--- config.mk ---
export PLATFORM = sky130hd
export DESIGN_NAME = if_fetch_queue
export DESIGN_NICKNAME = d
export VERILOG_FILES = /design/src/rtl/if_pkg.sv /design/src/rtl/if_queue.sv /design/src/rtl/if_fetch_queue.sv
export SDC_FILE = /design/constraint.sdc
export NUM_CORES = 1
export LEC_CHECK = 0
export ABC_CLOCK_PERIOD_IN_PS = 5700
export CORE_UTILIZATION = 35
export DETAILED_ROUTE_END_ITERATION = 6
export SYNTH_ARGS = -nofsm -noshare
export SYNTH_HDL_FRONTEND = slang
export SYNTH_SLANG_ARGS = --single-unit
--- constraint.sdc ---
create_clock -name CLK -period 5.7 [get_ports CLK]
set_input_delay 0.57 -clock CLK [delete_from_list [all_inputs] [get_ports CLK]]
set_output_delay 0.57 -clock CLK [all_outputs]
set_load 0.02 [all_outputs]
--- src/rtl/if_pkg.sv ---
// ---------------------------------------------------------------------------------------------
// if_pkg: shared definitions for the instruction-fetch front end.
//   INSTR_NOP  - canonical NOP encoding (addi x0,x0,0), shown to decode during fetch bubbles
//   PC_STEP    - sequential fetch increment in bytes
//   flush_e    - why fetch state is being discarded this cycle (reset beats redirect)
//   issue_e    - why imem is or is not being requested this cycle
//   sat_inc32  - saturating 32-bit increment used by the optional performance counters
// ---------------------------------------------------------------------------------------------
package if_pkg;

  localparam logic [31:0] INSTR_NOP = 32'h0000_0013;
  localparam int unsigned PC_STEP   = 4;

  typedef enum logic [1:0] {
    FlushNone,
    FlushRedirect,
    FlushReset
  } flush_e;

  typedef enum logic [1:0] {
    IssueBlocked,   // reset or redirect this cycle
    IssueNoCredit,  // queue + in-flight words already fill every entry
    IssueReq
  } issue_e;

  function automatic logic [31:0] sat_inc32(input logic [31:0] v);
    return (v == 32'hFFFF_FFFF) ? v : v + 32'd1;
  endfunction

endpackage

--- src/rtl/if_queue.sv ---
// ---------------------------------------------------------------------------------------------
// if_queue: DEPTH-entry circular buffer holding fetched {instr, pc} words.
//   clk_i    - clock, all state on the rising edge
//   flush_i  - synchronous clear of pointers and count (reset or redirect)
//   push_i   - write wdata_i at the tail (caller guarantees the queue is not full)
//   wdata_i  - entry to write
//   pop_i    - drop the head entry (caller guarantees the queue is not empty)
//   rdata_o  - head entry, meaningful while count_o != 0
//   count_o  - number of valid entries, 0..DEPTH
// Push and pop in the same cycle leave the count unchanged. Flush dominates push/pop.
// ---------------------------------------------------------------------------------------------
module if_queue
  import if_pkg::*;
#(
  parameter int unsigned DEPTH = 4,
  parameter int unsigned WIDTH = 64,
  parameter int unsigned CNT_W = $clog2(DEPTH) + 1
) (
  input  logic             clk_i,
  input  logic             flush_i,
  input  logic             push_i,
  input  logic [WIDTH-1:0] wdata_i,
  input  logic             pop_i,
  output logic [WIDTH-1:0] rdata_o,
  output logic [CNT_W-1:0] count_o
);

  localparam int unsigned PTR_W = $clog2(DEPTH);

  logic [WIDTH-1:0] mem_q [DEPTH];
  logic [PTR_W-1:0] rd_ptr_q, rd_ptr_d;
  logic [PTR_W-1:0] wr_ptr_q, wr_ptr_d;
  logic [CNT_W-1:0] cnt_q, cnt_d;

  always_comb begin
    rd_ptr_d = rd_ptr_q;
    wr_ptr_d = wr_ptr_q;
    cnt_d    = cnt_q;
    if (flush_i) begin
      rd_ptr_d = '0;
      wr_ptr_d = '0;
      cnt_d    = '0;
    end else begin
      if (push_i) wr_ptr_d = wr_ptr_q + PTR_W'(1);
      if (pop_i)  rd_ptr_d = rd_ptr_q + PTR_W'(1);
      cnt_d = cnt_q + CNT_W'(push_i) - CNT_W'(pop_i);
    end
  end

  always_ff @(posedge clk_i) begin
    rd_ptr_q <= rd_ptr_d;
    wr_ptr_q <= wr_ptr_d;
    cnt_q    <= cnt_d;
  end

  // Storage needs no reset: entries are only observed when count says they are valid.
  always_ff @(posedge clk_i) begin
    if (push_i && !flush_i) begin
      mem_q[wr_ptr_q] <= wdata_i;
    end
  end

  assign rdata_o = mem_q[rd_ptr_q];
  assign count_o = cnt_q;

endmodule

--- src/rtl/if_fetch_queue.sv ---
// ---------------------------------------------------------------------------------------------
// if_fetch_queue: instruction-fetch front end. Owns the PC, issues word requests to a
// fixed-latency instruction memory, buffers returned words in if_queue and hands them to
// decode with a valid/ready handshake. A redirect from execute reloads the PC and squashes
// every queued and in-flight word.
//
// Ports
//   CLK, reset          - clock; synchronous active-high reset (priority over redirect)
//   resetPC             - PC loaded while reset is high (low two bits cleared)
//   imem_req/imem_addr  - read request and word-aligned address
//   imem_rdata          - data for the request issued IMEM_LAT cycles earlier
//   redirect/redirect_pc- taken branch/jump target (low two bits cleared)
//   id_valid/id_ready   - handshake to decode
//   id_instr/id_pc/id_pc_plus4 - head instruction, its address, address + 4
//
// Optional build feature, macro IF_PERF_CNT_EN: adds saturating counters
//   perf_bubble_cnt (cycles out of reset with no valid head) and
//   perf_flush_cnt  (cycles with a redirect out of reset), both cleared by reset.
// ---------------------------------------------------------------------------------------------
module if_fetch_queue
  import if_pkg::*;
#(
  parameter int unsigned ADDR_W   = 32,
  parameter int unsigned DATA_W   = 32,
  parameter int unsigned DEPTH    = 4,
  parameter int unsigned IMEM_LAT = 1
) (
  input  logic              CLK,
  input  logic              reset,
  input  logic [ADDR_W-1:0] resetPC,
  output logic              imem_req,
  output logic [ADDR_W-1:0] imem_addr,
  input  logic [DATA_W-1:0] imem_rdata,
  input  logic              redirect,
  input  logic [ADDR_W-1:0] redirect_pc,
  output logic              id_valid,
  input  logic              id_ready,
  output logic [DATA_W-1:0] id_instr,
  output logic [ADDR_W-1:0] id_pc,
  output logic [ADDR_W-1:0] id_pc_plus4
`ifdef IF_PERF_CNT_EN
  ,
  output logic [31:0]       perf_bubble_cnt,
  output logic [31:0]       perf_flush_cnt
`endif
);

  localparam int unsigned CNT_W = $clog2(DEPTH) + 1;
  localparam logic [ADDR_W-1:0] ALIGN_MASK = ~ADDR_W'(3);

  flush_e flush_cause;
  issue_e issue_st;

  logic [ADDR_W-1:0] pc_q, pc_d;

  // Tag pipe mirrors the imem latency: stage IMEM_LAT-1 lines up with imem_rdata.
  logic [IMEM_LAT-1:0] tag_v_q;
  logic [ADDR_W-1:0]   tag_pc_q [IMEM_LAT];

  logic [31:0]       inflight;
  logic [31:0]       credit_used;
  logic [CNT_W-1:0]  q_count;
  logic              q_flush;
  logic              q_push;
  logic              q_pop;
  logic [DATA_W+ADDR_W-1:0] q_rdata;
  logic [DATA_W-1:0] head_instr;
  logic [ADDR_W-1:0] head_pc;

  // ---------------------------------------------------------------------------
  // Flush cause and issue decision
  // ---------------------------------------------------------------------------
  always_comb begin
    flush_cause = FlushNone;
    if (reset) begin
      flush_cause = FlushReset;
    end else if (redirect) begin
      flush_cause = FlushRedirect;
    end
  end

  always_comb begin
    inflight = '0;
    for (int i = 0; i < IMEM_LAT; i++) begin
      inflight = inflight + 32'(tag_v_q[i]);
    end
  end

  // Credit counts queued words plus every word still in the memory pipe, so a word can
  // always be accepted on return even if decode never pops.
  assign credit_used = 32'(q_count) + inflight;

  always_comb begin
    issue_st = IssueReq;
    if (flush_cause != FlushNone) begin
      issue_st = IssueBlocked;
    end else if (credit_used >= DEPTH) begin
      issue_st = IssueNoCredit;
    end
  end

  assign imem_req  = (issue_st == IssueReq);
  assign imem_addr = pc_q;

  // ---------------------------------------------------------------------------
  // PC and tag pipe
  // ---------------------------------------------------------------------------
  always_comb begin
    pc_d = pc_q;
    case (flush_cause)
      FlushReset:    pc_d = resetPC & ALIGN_MASK;
      FlushRedirect: pc_d = redirect_pc & ALIGN_MASK;
      default: begin
        if (imem_req) pc_d = pc_q + ADDR_W'(PC_STEP);
      end
    endcase
  end

  always_ff @(posedge CLK) begin
    pc_q <= pc_d;
    if (flush_cause != FlushNone) begin
      tag_v_q <= '0;
    end else begin
      tag_v_q[0] <= imem_req;
      for (int i = 1; i < IMEM_LAT; i++) begin
        tag_v_q[i] <= tag_v_q[i-1];
      end
    end
  end

  always_ff @(posedge CLK) begin
    tag_pc_q[0] <= pc_q;
    for (int i = 1; i < IMEM_LAT; i++) begin
      tag_pc_q[i] <= tag_pc_q[i-1];
    end
  end

  // ---------------------------------------------------------------------------
  // Fetch queue
  // ---------------------------------------------------------------------------
  assign q_flush = (flush_cause != FlushNone);
  assign q_push  = tag_v_q[IMEM_LAT-1] && !q_flush;
  // A pop coinciding with a redirect is subsumed by the flush.
  assign q_pop   = id_valid && id_ready && !q_flush;

  if_queue #(
    .DEPTH (DEPTH),
    .WIDTH (DATA_W + ADDR_W),
    .CNT_W (CNT_W)
  ) u_queue (
    .clk_i   (CLK),
    .flush_i (q_flush),
    .push_i  (q_push),
    .wdata_i ({imem_rdata, tag_pc_q[IMEM_LAT-1]}),
    .pop_i   (q_pop),
    .rdata_o (q_rdata),
    .count_o (q_count)
  );

  assign head_instr = q_rdata[DATA_W+ADDR_W-1:ADDR_W];
  assign head_pc    = q_rdata[ADDR_W-1:0];

  // ---------------------------------------------------------------------------
  // Decode interface: all zero in reset, NOP bubble while the queue is empty
  // ---------------------------------------------------------------------------
  always_comb begin
    id_valid    = 1'b0;
    id_instr    = '0;
    id_pc       = '0;
    id_pc_plus4 = '0;
    if (!reset) begin
      id_valid    = (q_count != '0);
      id_instr    = id_valid ? head_instr : DATA_W'(INSTR_NOP);
      id_pc       = id_valid ? head_pc : '0;
      id_pc_plus4 = id_pc + ADDR_W'(PC_STEP);
    end
  end

`ifdef IF_PERF_CNT_EN
  // ---------------------------------------------------------------------------
  // Performance counters
  // ---------------------------------------------------------------------------
  logic [31:0] bubble_cnt_q;
  logic [31:0] flush_cnt_q;

  always_ff @(posedge CLK) begin
    if (reset) begin
      bubble_cnt_q <= '0;
      flush_cnt_q  <= '0;
    end else begin
      if (!id_valid) bubble_cnt_q <= sat_inc32(bubble_cnt_q);
      if (redirect)  flush_cnt_q  <= sat_inc32(flush_cnt_q);
    end
  end

  assign perf_bubble_cnt = bubble_cnt_q;
  assign perf_flush_cnt  = flush_cnt_q;
`endif

endmodule

== Word-level counts from Yosys, hierarchy flattened ==
Memory sizes are Yosys's and may differ from the RTL's. A register that Yosys moved wholly into a read port is not among the register bits.
Index checks and enable logic that the tools add are counted.

* Bits in registers: 40
* Logic and storage cells: 42
* RAM bits: 288
* Input port bits: 100
* Output and inout port bits: 130
* Memories kept: 2

{| class="wikitable"
|+ Memories
! memory !! words !! width !! read ports !! clocked after Yosys merged registers in !! wr ports !! RTL line !! source
|-
| u_queue.mem_q || 4 || 64 || 1 || 1 || 1 || if_queue.sv:30 || <nowiki>logic [WIDTH-1:0] mem_q [DEPTH];</nowiki>
|-
| tag_pc_q || 1 || 32 || 1 || 0 || 1 || if_fetch_queue.sv:58 || <nowiki>logic [ADDR_W-1:0] tag_pc_q [IMEM_LAT];</nowiki>
|}

* Reduce and logical (&&, ||, !) cells: 8
* Multiplexer cells: 16
* Equal/unequal tests: 3
* Add/subtract/negate cells: 7
* $lt $le $gt $ge: 1

{| class="wikitable"
|+ Operators with widths
! kind !! number
|-
| 32-bit 2-to-1 mux || 6
|-
| 32-bit by 3-bit adder with 32-bit output, second input constant || 2
|-
| 32-bit case mux with 2 select lines || 1
|-
| 2-bit 2-to-1 mux || 5
|-
| 3-bit nonzero test || 2
|-
| 2-bit by 1-bit adder with 2-bit output, second input constant || 2
|-
| 3-bit by 1-bit adder with 4-bit output || 1
|-
| 2-bit equality test, second input constant || 2
|-
| 4-bit by 3-bit >= comparator with 1-bit output, second input constant || 1
|-
| 1-bit logical AND || 4
|-
| 1-bit 2-to-1 mux || 4
|-
| 3-bit by 1-bit adder with 3-bit output || 1
|-
| 3-bit by 1-bit subtractor with 3-bit output || 1
|-
| 2-bit by 1-bit equality test with 1-bit output, second input constant || 1
|-
| 2-bit nonzero test || 1
|-
| 1-bit logical NOT || 1
|}

== Depth between registers and ports, before layout ==
Gate-level depths: netlist (run 1).

* Word-level depth: 8
* Depth in mapped cells: 14
* Gate-level depth less buffers: 12

== Hierarchy ==
Synthesis (run 1) repeated with hierarchy kept, for this count alone.

* Cell total of the unflattened synthesis: 851
* Area total of the unflattened synthesis: 13721.9 um2

{| class="wikitable"
|+ Modules (own cells, without submodules)
! module !! sequential area each (um2) !! instances !! area an instance (um2) !! cells an instance
|-
| if_queue || 7867.5 || 1 || 9748.1 || 376
|-
| if_fetch_queue || 1521.5 || 1 || 3973.8 || 475
|}

== Worst setup path after synthesis (run 1) ==
No wires, ideal clock.

* Path type: register to output
* Start point: reg with a tool-made name
* End point: out id_pc_plus4[8]
* Data arrival time: 2.407 ns
* Path buffers: 2
* Slack: 2.723 ns
* Stages on the path, launching flop included: 10
* Required time: 5.130 ns
* Cells stage by stage: dfxtp_1 > buf_6 > mux4_1 > and2_1 > ha_1 > nand3_1 > nor3b_1 > clkbuf_1 > or3_1 > a21oi_1

{| class="wikitable"
|+ RTL lines
! element !! RTL line !! source
|-
| end, declared || if_fetch_queue.sv:40 || <nowiki>output logic [ADDR_W-1:0] id_pc_plus4</nowiki>
|}

==> results.md, run 1 <==
- Status: finished, final reports clean
- Hold path cells: 0
- DR pass1 iterations: 5
- Critical Path AT: 3940 ps
- GRT Util Overall: 16.2%
- Final GP Congestion: 0.770
- Max clock buf depth: 3
- IO Count: 230
- Slew headroom: 34.1%
- Crit path kind: reg2out
- Number of standard cells after synthesis: 884
- Final period utilization: 79.2%
- CP required: 5130 ps
- Max FO, Critical Path: 25
- RSZ-0062 raised after global routing: false
- Final setup TNS: 0 ps
- Area of the multi-input gates: 4240 um2
- Initial core utilization: 35.4%
- Top cell type by total area after synthesis: edfxtp_1
- MaxCap Viol Count: 0
- CTS tree: done
- GRT overflow: 0
- Layout cells sized above 1: 12.7%
- Leakage power figure: 5.79 nW
- Row Count: 72
- Critical Path Stages: 7
- Post-Syn Area per Cell: 15.5 um2
- Die H: 200 um
- PortBufs: 219
- Syn Std Cell Area: 13,700 um2
- Initial antenna violation count: 0
- Die ar.: 39,900 um2
- Iteration-0 DRC Markers: 452
- Post-synth top area share: 60.9%
- Sequential area share after synthesis: 66.8%
- Most common cell after layout, fill and taps aside: edfxtp_1
- Post-route ant nets: 0
- Final std cells w/o fill: 1,651
- # hold bufs at CTS: 0
- Root buf cell: clkbuf_16
- Clock Skews: 20.2 ps
- Vias in the first global route: 8,242
- FF+latch area: 9160 um2
- Clk sinks: 318
- Critical path endpoint category: output port
- M2 GR Usage: 26.1%
- Clock Latency Late Sink: 520 ps
- Reg2Reg Depth: 13
- Synth top area cells: edfxtp_1, mux4_2, dfxtp_1
- Area delta synth->final: 27.9%
- Buffers & Inverters on Critical Path: 2
- Count of final setup violators: 0
- Post-synth ARST share: 0%
- Largest net degree at the start of global routing: 75
- Max stage delay on crit path: 620 ps
- FMAX: 0.222 GHz
- GR Util met1: 22.3%
- Slowest-stage cell, CP: mux4_2
- Vias per inst: 4.88
- Hold Crit Class: reg2reg
- Critical Path Source Type: flip-flop
- CTS clk-pin slew, worst paths: 60 ps
- Routing usage on met3: 4.17%
- Final nets: 1,219
- Core area: 38,600 um2
- Fin crit period: 4510 ps
- Top cell family by delay on the critical path: multiplexers
- H-tree depth: 2
- VDD IR max: 193 uV
- Post_cts resized: 0
- N_diodes: 0
- Setup Buffers After CTS: 0
- Crit-path cells: buf_4 -> mux4_2 -> nor4b_1 -> nand2_1 -> nor4_1 -> mux2_2 -> clkdlybuf4s50_1
- FF+latch count, synth: 318
- Gr busiest metal: met2
- P per Cell Area: 295 nW/um2
- Drt drc: 0
- Vias: 8,065
- Average wire per standard cell: 19.4 um
- CTS Buf Count: 35
- YS warnings: 0
- Max-slew violations: 0
- Number of synthesized flops with an enable pin: 278
- DIE WIDTH: 200 um
- Final wirelength: 32.0 mm
- Synth Flop Type: edfxtp_1
- Filler Cell Count: 3,404
- Detail Placement HPWL: 21.7 mm
- First-pass GRT wire length: 48.7 mm
- Commonest non-fill, non-tap cells in the layout: edfxtp_1, clkdlybuf4s50_1, nand2_1
- Worst slew pin tran: 988 ps
- Final Hold Vio Count: 0
- Yosys cell types: 45
- Placed Cells incl. Taps: 1,590
[cell type report]
type	instances	share of cell area, %
Clock inverter	15	1.08
Multi-Input combinational cell	508	24.2
Tap cell	518	3.70
Clock buffer	46	5.41
Sequential cell	318	52.2
Inverter	9	0.193
Timing Repair Buffer	237	13.2
[layer usage]
| layer | vias up | routed length, um |
|---|---|---|
| met1 | 3983 | 14400 |
| met4 | 0 | 330 |
| met2 | 268 | 14800 |
| met3 | 31 | 2540 |
| met5 | - | 0 |
| li1 | 3783 | - |
[worst paths after layout]
| kind | startpoint | end | slack, ps |
|---|---|---|---|
| max | flip-flop | id_pc_plus4[27] | 1190 |
| min | imem_addr[7] | tag_pc_q[0][7] | 450 |
| max reg2reg | u_queue.count_o[1] | u_queue.count_o[2] | 2220 |
| min reg2reg | imem_addr[7] | tag_pc_q[0][7] | 450 |
[kinds of logic after synthesis]
logic type | Yosys count | synth area share [%]
flip-flops | 318 | 66.8
AND/OR/NAND/NOR | 290 | 11.0
multiplexers | 101 | 13.6
buffers and inverters | 63 | 2.51
AO/OA/AOI/OAI | 51 | 1.88
XOR/XNOR | 50 | 3.20
adder cells (fa/ha/maj) | 10 | 0.968
other | 1 | 0.0274
[worst reg2reg max path, delay by kind of cell, from the launching register on]
kind / cells / cell delay [ps]
xor gates and xnor gates: 1 / 160
adders and majority gates: 3 / 770
buffers and inverters: 4 / 870
DFF: 1 / 450
and+or+nand+nor: 5 / 1110
[state kept, by name, summed over array words and instances (netlist names), named ones only]
| register | flops |
|---|---|
| u_queue.count_o | 3 |
| imem_addr | 30 |
| u_queue.mem_q | 248 |
| u_queue.rd_ptr_q | 2 |
| u_queue.wr_ptr_q | 2 |
| tag_pc_q | 30 |
| tag_v_q | 1 |
[through the flow]
step / utilization [%] / cell area, um2 / setup WS [ps] / total power, mW / hold slack, ps
floorplan: - / 13700 / 2720 / 2.82 / 438
detailed placement: 42.4 / 16400 / 1640 / 3.00 / 443
global placement: 42.4 / 16400 / 1630 / 3.00 / 445
global route: 45.4 / 17500 / 961 / 5.35 / 470
finish: 45.4 / 17500 / 1190 / 5.17 / 446
CTS: 45.4 / 17500 / 1120 / 5.23 / 455
[report_power, final]
group          switching (mW)  internal, mW
clock network           0.864          1.36
registers              0.0662          2.60
logic                   0.134         0.150
total                    1.06          4.11
[Yosys cell counts, types with 2 or more instances]
cell        n
nand2b_1    2
and2_1     62
nor3b_1     4
nand2_1    80
edfxtp_1  278
nor3_1     11
mux2_4      2
buf_2      12
nand4_1    16
or3_1       5
nor2_1     57
mux2_2     13
and4_1      3
nor4_1      8
a21oi_1    11
buf_12      2
mux2i_1    23
buf_4       8
xor2_1     28
and4bb_1    2
o21ai_0    39
dfxtp_1    40
nand3_1    20
clkbuf_1   24
mux4_2     48
inv_1       9
nand4b_1    2
buf_1       4
or2_2       3
nor4_4      2
mux4_1     14
xnor2_1    22
and3_1      6
nor4b_1     4
ha_1        9
buf_6       2
(Power assumes the default switching activity.)
==> run 2: changes to the inputs <==
--- a/config.mk
+++ b/config.mk
@@ -5,7 +5,7 @@
 export SDC_FILE = /design/constraint.sdc
 export NUM_CORES = 1
 export LEC_CHECK = 0
-export ABC_CLOCK_PERIOD_IN_PS = 5700
+export ABC_CLOCK_PERIOD_IN_PS = 3900
 export CORE_UTILIZATION = 35
 export DETAILED_ROUTE_END_ITERATION = 6
 export SYNTH_ARGS = -nofsm -noshare
==> constraint.sdc (replaced) <==
create_clock -name CLK -period 3.9 [get_ports CLK]
set_input_delay 0.39 -clock CLK [delete_from_list [all_inputs] [get_ports CLK]]
set_output_delay 0.39 -clock CLK [all_outputs]
set_load 0.02 [all_outputs]
==> run 2 against run 1 <==
Against the previous run: critical path depth increased by 1; sequential share of layout area decreased by 0.49 points; register-to-register slack got worse by 1100 ps; final cell count increased by 1.1%; count of clock-buffer cells in the layout decreased by 3; via count increased by 0.82%; sequential cell count unchanged; die area unchanged; clock power increased by 43%; highest routed layer unchanged.
==> results.md, run 2 (same netlist as run 1, synthesis figures left out) <==
- Pre-CTS setup slack: 133 ps
- Row Count: 72
- Initial core utilization: 35.4%
- GRT overflow: 0
- Max-slew violations: 0
- Fin crit period: 3760 ps
- GRT Util Overall: 16.2%
- DR WL met3: 2.39 mm
- Final wirelength: 32.4 mm
- Setup ws final: 141 ps
- MaxCap Viol Count: 0
- H-tree depth: 2
- Final std cells w/o fill: 1,669
- Root buf cell: clkbuf_16
- Power, Total: 7.50 mW
- Final GP Congestion: 0.824
- Post-route ant nets: 0
- Fin Hold WS: 353 ps
- Critical path endpoint category: output port
- Placed cell areas: 16,500 um2
- Final period utilization: 96.4%
- Crit path kind: reg2out
- Final nets: 1,234
- Worst slew pin tran: 993 ps
- Most common cell after layout, fill and taps aside: edfxtp_1
- RR Startpoint: u_queue.count_o[2]
- Critical Path Source Type: flip-flop
- CTS clk-pin slew, worst paths: 60 ps
- FMAX: 0.266 GHz
- Status: finished, final reports clean
- DIE WIDTH: 200 um
- Core area: 38,600 um2
- N_diodes: 0
- Die ar.: 39,900 um2
- Largest net degree at the start of global routing: 73
- Area delta synth->final: 29.2%
- Detail Placement HPWL: 21.9 mm
- HP Start: redirect
- DR pass1 iterations: 5
- RSZ-0062 raised after global routing: false
- Post_cts resized: 11
- VDD IR max: 284 uV
- Slew headroom: 33.8%
- Highest Signal Layer: met4
- Average wire per standard cell: 19.4 um
- CTS Buf Count: 36
- CTS tree: done
- Leakage power figure: 5.99 nW
- Vias in the first global route: 8,326
- Count of final setup violators: 0
- Max reg flops: 248
- Largest reg by FF count: u_queue.mem_q
- Iteration-0 DRC Markers: 352
- Clock Latency Late Sink: 520 ps
- Final Hold Vio Count: 0
- Placed Cells incl. Taps: 1,604
- Vias: 8,131
- Hold Crit Class: in2reg
- Layout cells sized above 1: 15.7%
- Vias per inst: 4.87
- Drt drc: 0
- Max clock buf depth: 3
- Initial antenna violation count: 0
- M1 wire length: 14.4 mm
- Max FO, Critical Path: 18
- P per Cell Area: 424 nW/um2
- Clock Skews: 15.9 ps
- Clk sinks: 318
- # hold bufs at CTS: 0
- Critical Path AT: 3370 ps
- CP required: 3510 ps
- WL met2: 15.0 mm
- Non-Filler Cell Area, Final: 17,700 um2
- Die H: 200 um
- IO Count: 230
- Filler Cell Count: 3,399
- PortBufs: 219
- First-pass GRT wire length: 48.6 mm
- Setup Buffers After CTS: 0
- Commonest non-fill, non-tap cells in the layout: edfxtp_1, clkdlybuf4s50_1, nand2_1
-- run 2: final cells by class --
cell class / count / area (um2) / area share, %
clock buffer: 43 / 958 / 5.42
clock inverter: 22 / 175 / 0.990
inverter: 9 / 33.8 / 0.191
multi-input combinational: 508 / 4260 / 24.1
sequential: 318 / 9160 / 51.8
tap: 518 / 648 / 3.66
timing repair buffer: 251 / 2460 / 13.9
-- run 2: critical path: stages (launching register included) --
cell and delay [ps]:
dfxtp_4 400, buf_12 180, mux4_1 590, buf_4 170, and4bb_1 250, and3_1 220
nand4_1 100, mux2_2 380, clkdlybuf4s50_1 550
-- run 2: where the power goes --
| part | total (mW) | internal [mW] | switching, mW |
|---|---|---|---|
| sequential | 3.90 | 3.80 | 0.0969 |
| clock | 3.18 | 1.84 | 1.34 |
| combinational | 0.419 | 0.221 | 0.198 |
-- run 2: metrics by stage --
stage	TNS, ps	util, %
final	0	45.8
after global placement	0	42.7
after global routing	0	45.8
after CTS	-28.7	45.7
after floorplan	0	-
after detailed placement	0	42.7
-- run 2: routing by layer --
layer	vias to the layer above	global-route usage [%]
met5	-	0
met4	0	3.87
met3	43	4.28
met2	271	26.7
met1	4002	21.3
li1	3815	-
-- run 2: worst paths after layout --
kind	to	slack (ps)	cells past startpoint
worst min register to register	tag_pc_q[0][7]	450	0
worst max register to register	u_queue.count_o[2]	1150	13
worst max-delay path	id_pc_plus4[19]	140	8
worst min-delay path	u_queue.count_o[0]	350	3
